<file path="src/rtl/avb_master_ctrl_if.sv">
// Command/response port and Avalon-MM bus of avb_master_ctrl, bundled as one interface.
// master = controller side, slave = command source / Avalon responder side.
interface avb_master_ctrl_if;
  logic        cmd_valid;
  logic        cmd_ready;
  logic        cmd_write;
  logic [31:0] cmd_address;
  logic [31:0] cmd_writedata;
  logic [3:0]  cmd_byteenable;
  logic        rsp_valid;
  logic [31:0] rsp_readdata;
  logic        rsp_error;
  logic [31:0] avb_address;
  logic        avb_read;
  logic        avb_write;
  logic [31:0] avb_writedata;
  logic [3:0]  avb_byteenable;
  logic        avb_waitrequest;
  logic [31:0] avb_readdata;
  logic        avb_readdatavalid;

  modport master (
    input  cmd_valid, cmd_write, cmd_address, cmd_writedata, cmd_byteenable,
           avb_waitrequest, avb_readdata, avb_readdatavalid,
    output cmd_ready, rsp_valid, rsp_readdata, rsp_error,
           avb_address, avb_read, avb_write, avb_writedata, avb_byteenable
  );

  modport slave (
    output cmd_valid, cmd_write, cmd_address, cmd_writedata, cmd_byteenable,
           avb_waitrequest, avb_readdata, avb_readdatavalid,
    input  cmd_ready, rsp_valid, rsp_readdata, rsp_error,
           avb_address, avb_read, avb_write, avb_writedata, avb_byteenable
  );
endinterface

</file>
<file path="src/rtl/avb_master_ctrl.sv">
// Avalon-MM initiator: one single-beat read/write per command, one response per command,
// waitrequest/readdatavalid handling with a bounded stall timeout.
module avb_master_ctrl #(
  parameter int unsigned TIMEOUT_CYCLES = 256
) (
  input  logic               clock,
  input  logic               resetn,
  avb_master_ctrl_if.master  bus
);

  typedef enum logic [2:0] {IDLE, WR, RD, RDWAIT, RESP} state_t;

  state_t      r_state;
  logic [15:0] r_tmo;
  logic [31:0] r_avb_address;
  logic [31:0] r_avb_writedata;
  logic [3:0]  r_avb_byteenable;
  logic        r_avb_read;
  logic        r_avb_write;
  logic        r_rsp_valid;
  logic [31:0] r_rsp_readdata;
  logic        r_rsp_error;

  logic w_cmd_ready;
  logic w_tmo_hit;

  assign w_cmd_ready = resetn & (r_state == IDLE);
  assign w_tmo_hit   = (r_tmo == 16'(TIMEOUT_CYCLES - 1));

  assign bus.cmd_ready      = w_cmd_ready;
  assign bus.avb_address    = r_avb_address;
  assign bus.avb_writedata  = r_avb_writedata;
  assign bus.avb_byteenable = r_avb_byteenable;
  assign bus.avb_read       = r_avb_read;
  assign bus.avb_write      = r_avb_write;
  assign bus.rsp_valid      = r_rsp_valid;
  assign bus.rsp_readdata   = r_rsp_readdata;
  assign bus.rsp_error      = r_rsp_error;

  always_ff @(posedge clock or negedge resetn) begin
    if (!resetn) begin
      r_state          <= IDLE;
      r_tmo            <= '0;
      r_avb_address    <= '0;
      r_avb_writedata  <= '0;
      r_avb_byteenable <= '0;
      r_avb_read       <= 1'b0;
      r_avb_write      <= 1'b0;
      r_rsp_valid      <= 1'b0;
      r_rsp_readdata   <= '0;
      r_rsp_error      <= 1'b0;
    end else begin
      r_rsp_valid <= 1'b0;
      case (r_state)
        IDLE: begin
          if (bus.cmd_valid && w_cmd_ready) begin
            r_avb_address    <= bus.cmd_address;
            r_avb_writedata  <= bus.cmd_writedata;
            r_avb_byteenable <= bus.cmd_byteenable;
            r_tmo            <= '0;
            if (bus.cmd_write) begin
              r_avb_write <= 1'b1;
              r_state     <= WR;
            end else begin
              r_avb_read <= 1'b1;
              r_state    <= RD;
            end
          end
        end
        WR, RD: begin
          // Acceptance is checked before the timeout so a coincident accept wins.
          if (!bus.avb_waitrequest) begin
            r_avb_write <= 1'b0;
            r_avb_read  <= 1'b0;
            r_tmo       <= '0;
            if (r_state == WR) begin
              r_rsp_valid    <= 1'b1;
              r_rsp_error    <= 1'b0;
              r_rsp_readdata <= '0;
              r_state        <= RESP;
            end else begin
              r_state <= RDWAIT;
            end
          end else if (w_tmo_hit) begin
            r_avb_write    <= 1'b0;
            r_avb_read     <= 1'b0;
            r_rsp_valid    <= 1'b1;
            r_rsp_error    <= 1'b1;
            r_rsp_readdata <= '0;
            r_state        <= RESP;
          end else begin
            r_tmo <= r_tmo + 16'd1;
          end
        end
        RDWAIT: begin
          if (bus.avb_readdatavalid) begin
            r_rsp_valid    <= 1'b1;
            r_rsp_error    <= 1'b0;
            r_rsp_readdata <= bus.avb_readdata;
            r_state        <= RESP;
          end else if (w_tmo_hit) begin
            r_rsp_valid    <= 1'b1;
            r_rsp_error    <= 1'b1;
            r_rsp_readdata <= '0;
            r_state        <= RESP;
          end else begin
            r_tmo <= r_tmo + 16'd1;
          end
        end
        RESP:    r_state <= IDLE;
        default: r_state <= IDLE;
      endcase
    end
  end

endmodule
</file>
<file path="src/flat_wrapper.sv">
// flat-port wrapper written by rule: the top's interface ports become plain ports
module avb_master_ctrl_flat 
#(
  parameter int unsigned TIMEOUT_CYCLES = 256
)
  (clock, resetn, bus_cmd_valid, bus_cmd_write, bus_cmd_address, bus_cmd_writedata, bus_cmd_byteenable, bus_avb_waitrequest, bus_avb_readdata, bus_avb_readdatavalid, bus_cmd_ready, bus_rsp_valid, bus_rsp_readdata, bus_rsp_error, bus_avb_address, bus_avb_read, bus_avb_write, bus_avb_writedata, bus_avb_byteenable);
  avb_master_ctrl_if bus_i ();
  input  logic clock;
  input  logic resetn;
  input wire logic [$bits(bus_i.cmd_valid)-1:0] bus_cmd_valid;
  input wire logic [$bits(bus_i.cmd_write)-1:0] bus_cmd_write;
  input wire logic [$bits(bus_i.cmd_address)-1:0] bus_cmd_address;
  input wire logic [$bits(bus_i.cmd_writedata)-1:0] bus_cmd_writedata;
  input wire logic [$bits(bus_i.cmd_byteenable)-1:0] bus_cmd_byteenable;
  input wire logic [$bits(bus_i.avb_waitrequest)-1:0] bus_avb_waitrequest;
  input wire logic [$bits(bus_i.avb_readdata)-1:0] bus_avb_readdata;
  input wire logic [$bits(bus_i.avb_readdatavalid)-1:0] bus_avb_readdatavalid;
  output wire logic [$bits(bus_i.cmd_ready)-1:0] bus_cmd_ready;
  output wire logic [$bits(bus_i.rsp_valid)-1:0] bus_rsp_valid;
  output wire logic [$bits(bus_i.rsp_readdata)-1:0] bus_rsp_readdata;
  output wire logic [$bits(bus_i.rsp_error)-1:0] bus_rsp_error;
  output wire logic [$bits(bus_i.avb_address)-1:0] bus_avb_address;
  output wire logic [$bits(bus_i.avb_read)-1:0] bus_avb_read;
  output wire logic [$bits(bus_i.avb_write)-1:0] bus_avb_write;
  output wire logic [$bits(bus_i.avb_writedata)-1:0] bus_avb_writedata;
  output wire logic [$bits(bus_i.avb_byteenable)-1:0] bus_avb_byteenable;
  assign bus_i.cmd_valid = bus_cmd_valid;
  assign bus_i.cmd_write = bus_cmd_write;
  assign bus_i.cmd_address = bus_cmd_address;
  assign bus_i.cmd_writedata = bus_cmd_writedata;
  assign bus_i.cmd_byteenable = bus_cmd_byteenable;
  assign bus_i.avb_waitrequest = bus_avb_waitrequest;
  assign bus_i.avb_readdata = bus_avb_readdata;
  assign bus_i.avb_readdatavalid = bus_avb_readdatavalid;
  assign bus_cmd_ready = bus_i.cmd_ready;
  assign bus_rsp_valid = bus_i.rsp_valid;
  assign bus_rsp_readdata = bus_i.rsp_readdata;
  assign bus_rsp_error = bus_i.rsp_error;
  assign bus_avb_address = bus_i.avb_address;
  assign bus_avb_read = bus_i.avb_read;
  assign bus_avb_write = bus_i.avb_write;
  assign bus_avb_writedata = bus_i.avb_writedata;
  assign bus_avb_byteenable = bus_i.avb_byteenable;
  avb_master_ctrl #(.TIMEOUT_CYCLES(TIMEOUT_CYCLES)) u_core (.clock(clock), .resetn(resetn), .bus(bus_i));
endmodule
</file>
<file path="config.mk">
export PLATFORM = sky130hd
export DESIGN_NAME = avb_master_ctrl_flat
export DESIGN_NICKNAME = d
export VERILOG_FILES = /design/src/rtl/avb_master_ctrl_if.sv /design/src/rtl/avb_master_ctrl.sv /design/src/flat_wrapper.sv
export SDC_FILE = /design/constraint.sdc
export NUM_CORES = 1
export LEC_CHECK = 0
export BUFFER_PORTS_ARGS = -buffer_cell sky130_fd_sc_hd__buf_2
export CORE_ASPECT_RATIO = 0.6
export CORE_MARGIN = 1.5
export CORE_UTILIZATION = 30
export DETAILED_ROUTE_END_ITERATION = 6
export GPL_TIMING_DRIVEN = 0
export MAX_ROUTING_LAYER = met4
export PLACE_DENSITY = 0.66
export SYNTH_ARGS = -nofsm -noshare
export SYNTH_HDL_FRONTEND = slang
export SYNTH_SLANG_ARGS = --single-unit
</file>
<file path="constraint.sdc">
create_clock -name clock -period 2.25 [get_ports clock]
set_input_delay 0.1125 -clock clock [delete_from_list [all_inputs] [get_ports clock]]
set_output_delay 0.1125 -clock clock [all_outputs]
set_load 0.005 [all_outputs]
</file>
==> flow_summary.yaml, run 1 <==
logic_synthesis:
  synth_fp_nets: 470
  synth-compound-area-share_pct: 11.1
  synth_edf_count: 0
  synthTopCellsByCount: "dfrtp_1 (123), mux2_2 (69), a22o_1 (32)"
  synth_area_um2: 5000
  netlist.area_leader.share_pct: 61.6
  synth_xor_area_share_pct: 0.175
  synthSimpleGateAreaFrac_pct: 7.74
  ys_warn_count: 0
  synth_cell_type_count: 43
  synth.area.top_cells: "dfrtp_1 (62%), mux2_2 (16%), a22o_1 (5.6%)"
  synth_seq_cells: 123
  yosysTopAreaCell: "dfrtp_1"
  synth_cells: 363
  ys_seq_area_share_pct: 61.6
  syn_avg_cell_area_um2: 13.8
  ys_async_sr_fraction_pct: 100
  synthAdderAreaFrac_pct: 0.451
  synth.most_common_cell: "dfrtp_1"
  synth.area.mux_share_pct: 15.9
  synth_top_family_by_area: "multiplexers"
  synth_ff_type: "dfrtp_1"
sta:
  min_period_over_period_pct: 106
  slew_violations: 0
  hold_viol: 0
  fin_ws_ps: -125
  rsz0062_at_grt: "true"
  tightest_slew_ps: 640
  hold_slack_ps: 217
  setup-violations-final: 30
  period_needed_ps: 2380
  finClkSkew_ps: 9.15
  slew_headroom_pct: 57.3
  fmax_mhz: 421
floorplan:
  io-pin-count: 211
  die_area_um2: 17500
  rows: 36
  coreArea_um2: 16300
  start_util_pct: 30.7
  die_h_um: 103
  die_w_um: 170
grt:
  grt_remaining_overflow: 0
  antenna_found_initial: 0
  grt_start_max_net_pins: 67
  grt_pass1_wl_um: 22500
  grt_usage_pct: 17.3
  grt_pass1_vias: 4442
clock_network:
  insertion_delay_ps: 410
  clockBufferDepth: 2
  clk_pin_slew_ps: 60
  cts_root_buf: "clkbuf_16"
  cts_made_buffers: 17
  clock-sinks: 123
  cts_tree: "built"
  htreeDepth: 4
drt:
  dr.pass1.iters: 4
  drc: 0
  drt_first_iter_violations: 225
  wl_per_cell_um: 15.5
  viasPerCell: 4.65
  drt-total-wl_um: 14600
  antenna_left: 0
  vias: 4392
power:
  total_power_mw: 9.22
  peakVddDrop_uv: 491
  powerDensity_nw_per_um2: 1140
  p_leak_nw: 3.87
critical_path:
  critical_path_class: "register to register"
  worst-path-buf-inv: 2
  cp_slowest_stage_delay_ps: 570
  cp_top_family: "simple AND/OR/NAND/NOR gates"
  critPathLaunch: "u_core.r_tmo[14]"
  critical_path.slowest_cell: "or4_4"
  worstReg2RegStart: "u_core.r_tmo[14]"
  crit_fanout: 10
  end_kind: "register"
  start_kind: "register"
  critPathRequiredTime_ps: 2540
  critPathArrivalTime_ps: 2660
  path_cells: "or4_4 -> or4_4 -> o31a_1 -> buf_6 -> buf_6 -> a22o_1"
  crit_cells: 6
  ff2ff_path_depth: 6
final_layout:
  fillerInstances: 1382
  drive_gt1_share_pct: 48.0
  design_area_um2: 8130
  nNetsFinal: 812
  antenna_cells: 0
  synthToLayoutAreaGrowth_pct: 62.6
placement:
  port_buffers: 210
  gp_congestion: 0.796
  dpl.hpwl_um: 9230
  dp_slack_ps: -545
  placed_area_um2: 6370
hold_path:
  hp-start: "bus_avb_waitrequest"
  worstHoldPathCells: 4
  hold_path_class: "primary input to register"
outcome:
  run_status: "complete, but fails checks"
  violations: "negative setup slack"
job:
  maxCapViolations: 0
==> where the power goes <==
group          internal (mW)  leakage, nW  switching (mW)
Combinational           1.70         2.06            1.30
Sequential              3.12         1.55           0.490
Clock                   1.65        0.264           0.969
==> layout by cell type, fill, tap and decap left out, types with 2 or more instances in the layout <==
master	instances
a21bo_2	2
a21oi_1	10
a22o_1	32
buf_1	4
buf_16	2
buf_2	213
buf_4	9
buf_6	5
bufinv_16	2
clkbuf_1	10
clkbuf_16	17
clkbuf_2	3
clkinv_2	3
clkinvlp_4	5
dfrtp_1	123
dlygate4sd3_1	103
inv_1	8
mux2_2	69
mux2i_1	2
nand2_1	8
nand2b_1	4
nand3_1	6
nand4_1	5
nor2_1	4
nor3_1	7
nor4_2	2
nor4b_1	3
o21ai_0	9
o31ai_1	4
o41ai_1	2
or3_1	4
or4_1	7
or4_4	5
==> area by class of cell <==
| type | count | area, um^2 | area share (%) |
|---|---|---|---|
| well taps | 228 | 285 | 3.51 |
| repair buffers | 324 | 2210 | 27.2 |
| clock inverters | 11 | 121 | 1.49 |
| plain buffers | 23 | 125 | 1.54 |
| inverters | 8 | 30.0 | 0.370 |
| flip-flops and latches | 123 | 3080 | 37.9 |
| clock buffers | 20 | 447 | 5.50 |
| multi-input cells | 208 | 1830 | 22.5 |
==> through the flow <==
stage / setup TNS [ps] / cells / util [%]
after detailed placement: -19930 / 802 / 39.2
after floorplan: -1860 / 363 / -
final: -3250 / 945 / 50.0
after global placement: -203580 / 801 / 39.0
after global routing: -5460 / 945 / 50.0
after CTS: -3560 / 945 / 49.7
==> flip-flops by register name, summed over array words and instances (netlist names) <==
| name | cells |
|---|---|
| u_core.bus.avb_address | 32 |
| u_core.bus.rsp_error | 1 |
| u_core.bus.avb_read | 1 |
| u_core.r_state | 3 |
| u_core.r_tmo | 16 |
| u_core.bus.avb_byteenable | 4 |
| u_core.bus.rsp_valid | 1 |
| u_core.bus.avb_writedata | 32 |
| u_core.bus.avb_write | 1 |
| u_core.bus.rsp_readdata | 32 |
==> kinds of logic (layout without fill, tap and decap cells) <==
kind of cell,after synthesis,count (layout)
AND/OR/NAND/NOR,62,62
buffers and inverters,32,386
adder cells (fa/ha/maj),2,2
AO/OA/AOI/OAI,72,72
multiplexers,71,71
XOR/XNOR,1,1
flip-flops,123,123
==> tightest hold or removal path, delay by kind of cell <==
kind / cells / cell delay, ps
AOI/OAI and AO/OA: 2 / 270
buffers and inverters: 1 / 140
and+or+nand+nor: 1 / 60
==> routing by layer <==
layer | vias to the layer above | part of all wire (%) | track usage [%]
met3 | 25 | 6.9 | 4.88
met2 | 214 | 47 | 27.4
met4 | 0 | 1.5 | 5.58
li1 | 2048 | - | -
met1 | 2105 | 44 | 21.5
met5 | - | 0 | -
==> what timing repair did <==
item                       CTS  global route
gates resized for setup      7            14
hold endpoints to repair   158             0
hold buffers               104             0
setup buffers                8             1
setup endpoints to repair  108            82
pin swaps                    5             2
==> path summary, 6_finish.rpt <==
path | to | slack [ps]
max | u_core.bus.rsp_readdata[29] | -130
min reg2reg | u_core.bus.avb_write | 490
min in group asynchronous | u_core.bus.avb_address[1] | 340
max in group asynchronous | u_core.bus.avb_writedata[12] | 1610
max reg2reg | u_core.bus.rsp_readdata[29] | -130
min | u_core.r_state[1] | 220
Power figures use the tool's default switching activity.
==> run 2, diff against run 1 <==
Settings changed: BUFFER_PORTS_ARGS -buffer_cell sky130_fd_sc_hd__buf_2 to -buffer_cell sky130_fd_sc_hd__buf_4.
==> run 2 against run 1 <==
- the flow still finishes with violations (negative setup slack)
- global-route usage increased by 0.90 points
- worst hold slack got worse by 27 ps
- first-iteration DRC count decreased by 16%
- sequential share of layout area decreased by 2.9 points
- register-to-register slack got worse by 60 ps
- cell count increased by 0.74%
- critical path depth unchanged
- sequential power increased by 2%
- setup slack got worse by 56 ps
- flip-flop and latch count unchanged
- die area unchanged
- via count increased by 1.5%
==> flow_summary.yaml, run 2 (synthesis results as in run 1) <==
critical_path:
  worstReg2RegStart: "u_core.r_tmo[14]"
  ff2ff_path_depth: 6
  r2r-end: "u_core.bus.rsp_readdata[6]"
  critPathArrivalTime_ps: 2710
  end_kind: "register"
  critical_path_class: "register to register"
  ff2ff_setup_slack_ps: -180
  critPathRequiredTime_ps: 2530
  start_kind: "register"
  crit_fanout: 10
power:
  power.switching_mw: 2.94
  peakVddDrop_uv: 519
  netSwitchingFraction_pct: 29.6
  power.share.sequential_pct: 37.0
  clkPwrFrac_pct: 27.3
  intPower_mw: 6.99
  powerDensity_nw_per_um2: 1130
  combPwrFrac_pct: 35.7
  p_leak_nw: 4.11
final_layout:
  mostFrequentLayoutCell: "buf_4"
  fillerInstances: 1302
  drive_gt1_share_pct: 48.6
  stdcell_count: 952
  antenna_cells: 0
  final_cell_mix: "buf_4 (218), dfrtp_1 (123), dlygate4sd3_1 (105)"
  nNetsFinal: 818
  synthToLayoutAreaGrowth_pct: 76.3
sta:
  rsz0062_at_grt: "true"
  finalSetupTns_ps: -4000
  hold_viol: 0
  finClkSkew_ps: 11.1
  period_needed_ps: 2430
  tightest_slew_ps: 620
  setup-violations-final: 30
  slew_violations: 0
  hold_slack_ps: 190
  slew_headroom_pct: 58.6
  fin_ws_ps: -181
  fmax_mhz: 411
  min_period_over_period_pct: 108
outcome:
  violations: "negative setup slack"
  run_status: "complete, but fails checks"
grt:
  antenna_found_initial: 0
  grt_remaining_overflow: 0
  grt_pass1_wl_um: 24000
  grt_start_max_net_pins: 50
  grt_pass1_vias: 4720
  grt_usage_pct: 18.2
clock_network:
  clockBufferDepth: 2
  cts_root_buf: "clkbuf_16"
  htreeDepth: 4
  cts_tree: "built"
  cts_made_buffers: 17
  clk_pin_slew_ps: 60
  clock-sinks: 123
  insertion_delay_ps: 400
drt:
  dr.pass1.iters: 5
  antenna_left: 0
  wl_per_cell_um: 16.2
  vias: 4456
  drt-total-wl_um: 15500
  drt_first_iter_violations: 190
  viasPerCell: 4.68
  drc: 0
placement:
  dp.cells: 802
  gp_congestion: 0.786
  port_buffers: 210
  dpl.hpwl_um: 9450
floorplan:
  die_w_um: 170
  rows: 36
  die_area_um2: 17500
  io-pin-count: 211
  coreArea_um2: 16300
  die_h_um: 103
  start_util_pct: 30.7
hold_path:
  worstHoldPathCells: 4
  hold_path_end: "u_core.r_state[1]"
  hold_path_class: "primary input to register"
  hp-start: "bus_avb_waitrequest"
job:
  maxCapViolations: 0
[run 2: cell types whose count changed in the layout (fill, tap and decap cells not counted), sizes merged]
cell	before	now
clkinvlp	5	2
clkbuf	31	26
dlygate4sd3	103	105
buf	233	238
bufbuf	0	1
inv	9	14
clkinv	3	5
[run 2: routing by layer]
layer | global-route usage (%) | up-vias | routed length [um]
met4 | 3.88 | 0 | 78
met2 | 30.5 | 182 | 7680
met5 | - | - | 0
li1 | - | 2063 | -
met1 | 21.9 | 2203 | 6690
met3 | 5.45 | 8 | 1030
[run 2: worst max-delay path by stage]
stage,from,end,slack (ps),depth (start not counted)
after floorplan,u_core.r_tmo[10],u_core.bus.rsp_readdata[10],-70,6
after global placement,resetn,u_core.r_tmo[13],-1120,6
after detailed placement,resetn,u_core.bus.avb_address[8],-670,7
after CTS,u_core.r_tmo[9],u_core.bus.rsp_readdata[19],-130,6
after global routing,u_core.r_tmo[14],u_core.bus.rsp_readdata[6],-220,6
final,u_core.r_tmo[14],u_core.bus.rsp_readdata[6],-180,6
[run 2: worst max-delay path, cell delays in order (launching register included)]
cell	delay [ps]
dfrtp_1	380
or4_4	550
or4_4	580
o31a_1	260
buf_6	140
buf_8	140
a22o_1	260
[run 2: repair_timing]
item / 4_1_cts / 5_1_grt
hold buffers: 110 / 0
endpoints found under the hold margin: 175 / 0
setup endpoints to repair: 114 / 108
resized for setup: 8 / 16
pin swaps: 4 / 4
setup buffers: 7 / 2
cloned: 1 / 0
[run 2: final cells by class]
type / instances / area [um^2] / share of cell area (%)
sequential: 123 / 3080 / 34.9
timing repair buffer: 331 / 2870 / 32.5
multi-input combinational: 208 / 1840 / 20.8
clock buffer: 17 / 425 / 4.83
tap: 228 / 285 / 3.24
clock inverter: 15 / 163 / 1.85
buffer: 22 / 128 / 1.45
inverter: 8 / 30.0 / 0.341
[run 2: stage by stage]
stage	utilization (%)	setup WS, ps	area [um^2]	power, mW
3_3_place_gp	42.2	-1120	6860	6.84
2_1_floorplan	-	-66.4	5000	5.01
3_5_place_dp	42.4	-674	6890	6.97
4_1_cts	53.8	-129	8750	9.93
5_1_grt	54.2	-223	8810	10.5
6_report	54.2	-181	8810	9.94
[run 2: power by group through the flow]
stage	Combinational [mW]	Sequential, mW	Clock [mW]
2_1_floorplan	1.36	3.66	0
3_3_place_gp	3.23	3.61	0
3_5_place_dp	3.33	3.63	0
4_1_cts	3.52	3.63	2.79
5_1_grt	3.84	3.79	2.90
6_report	3.55	3.67	2.71
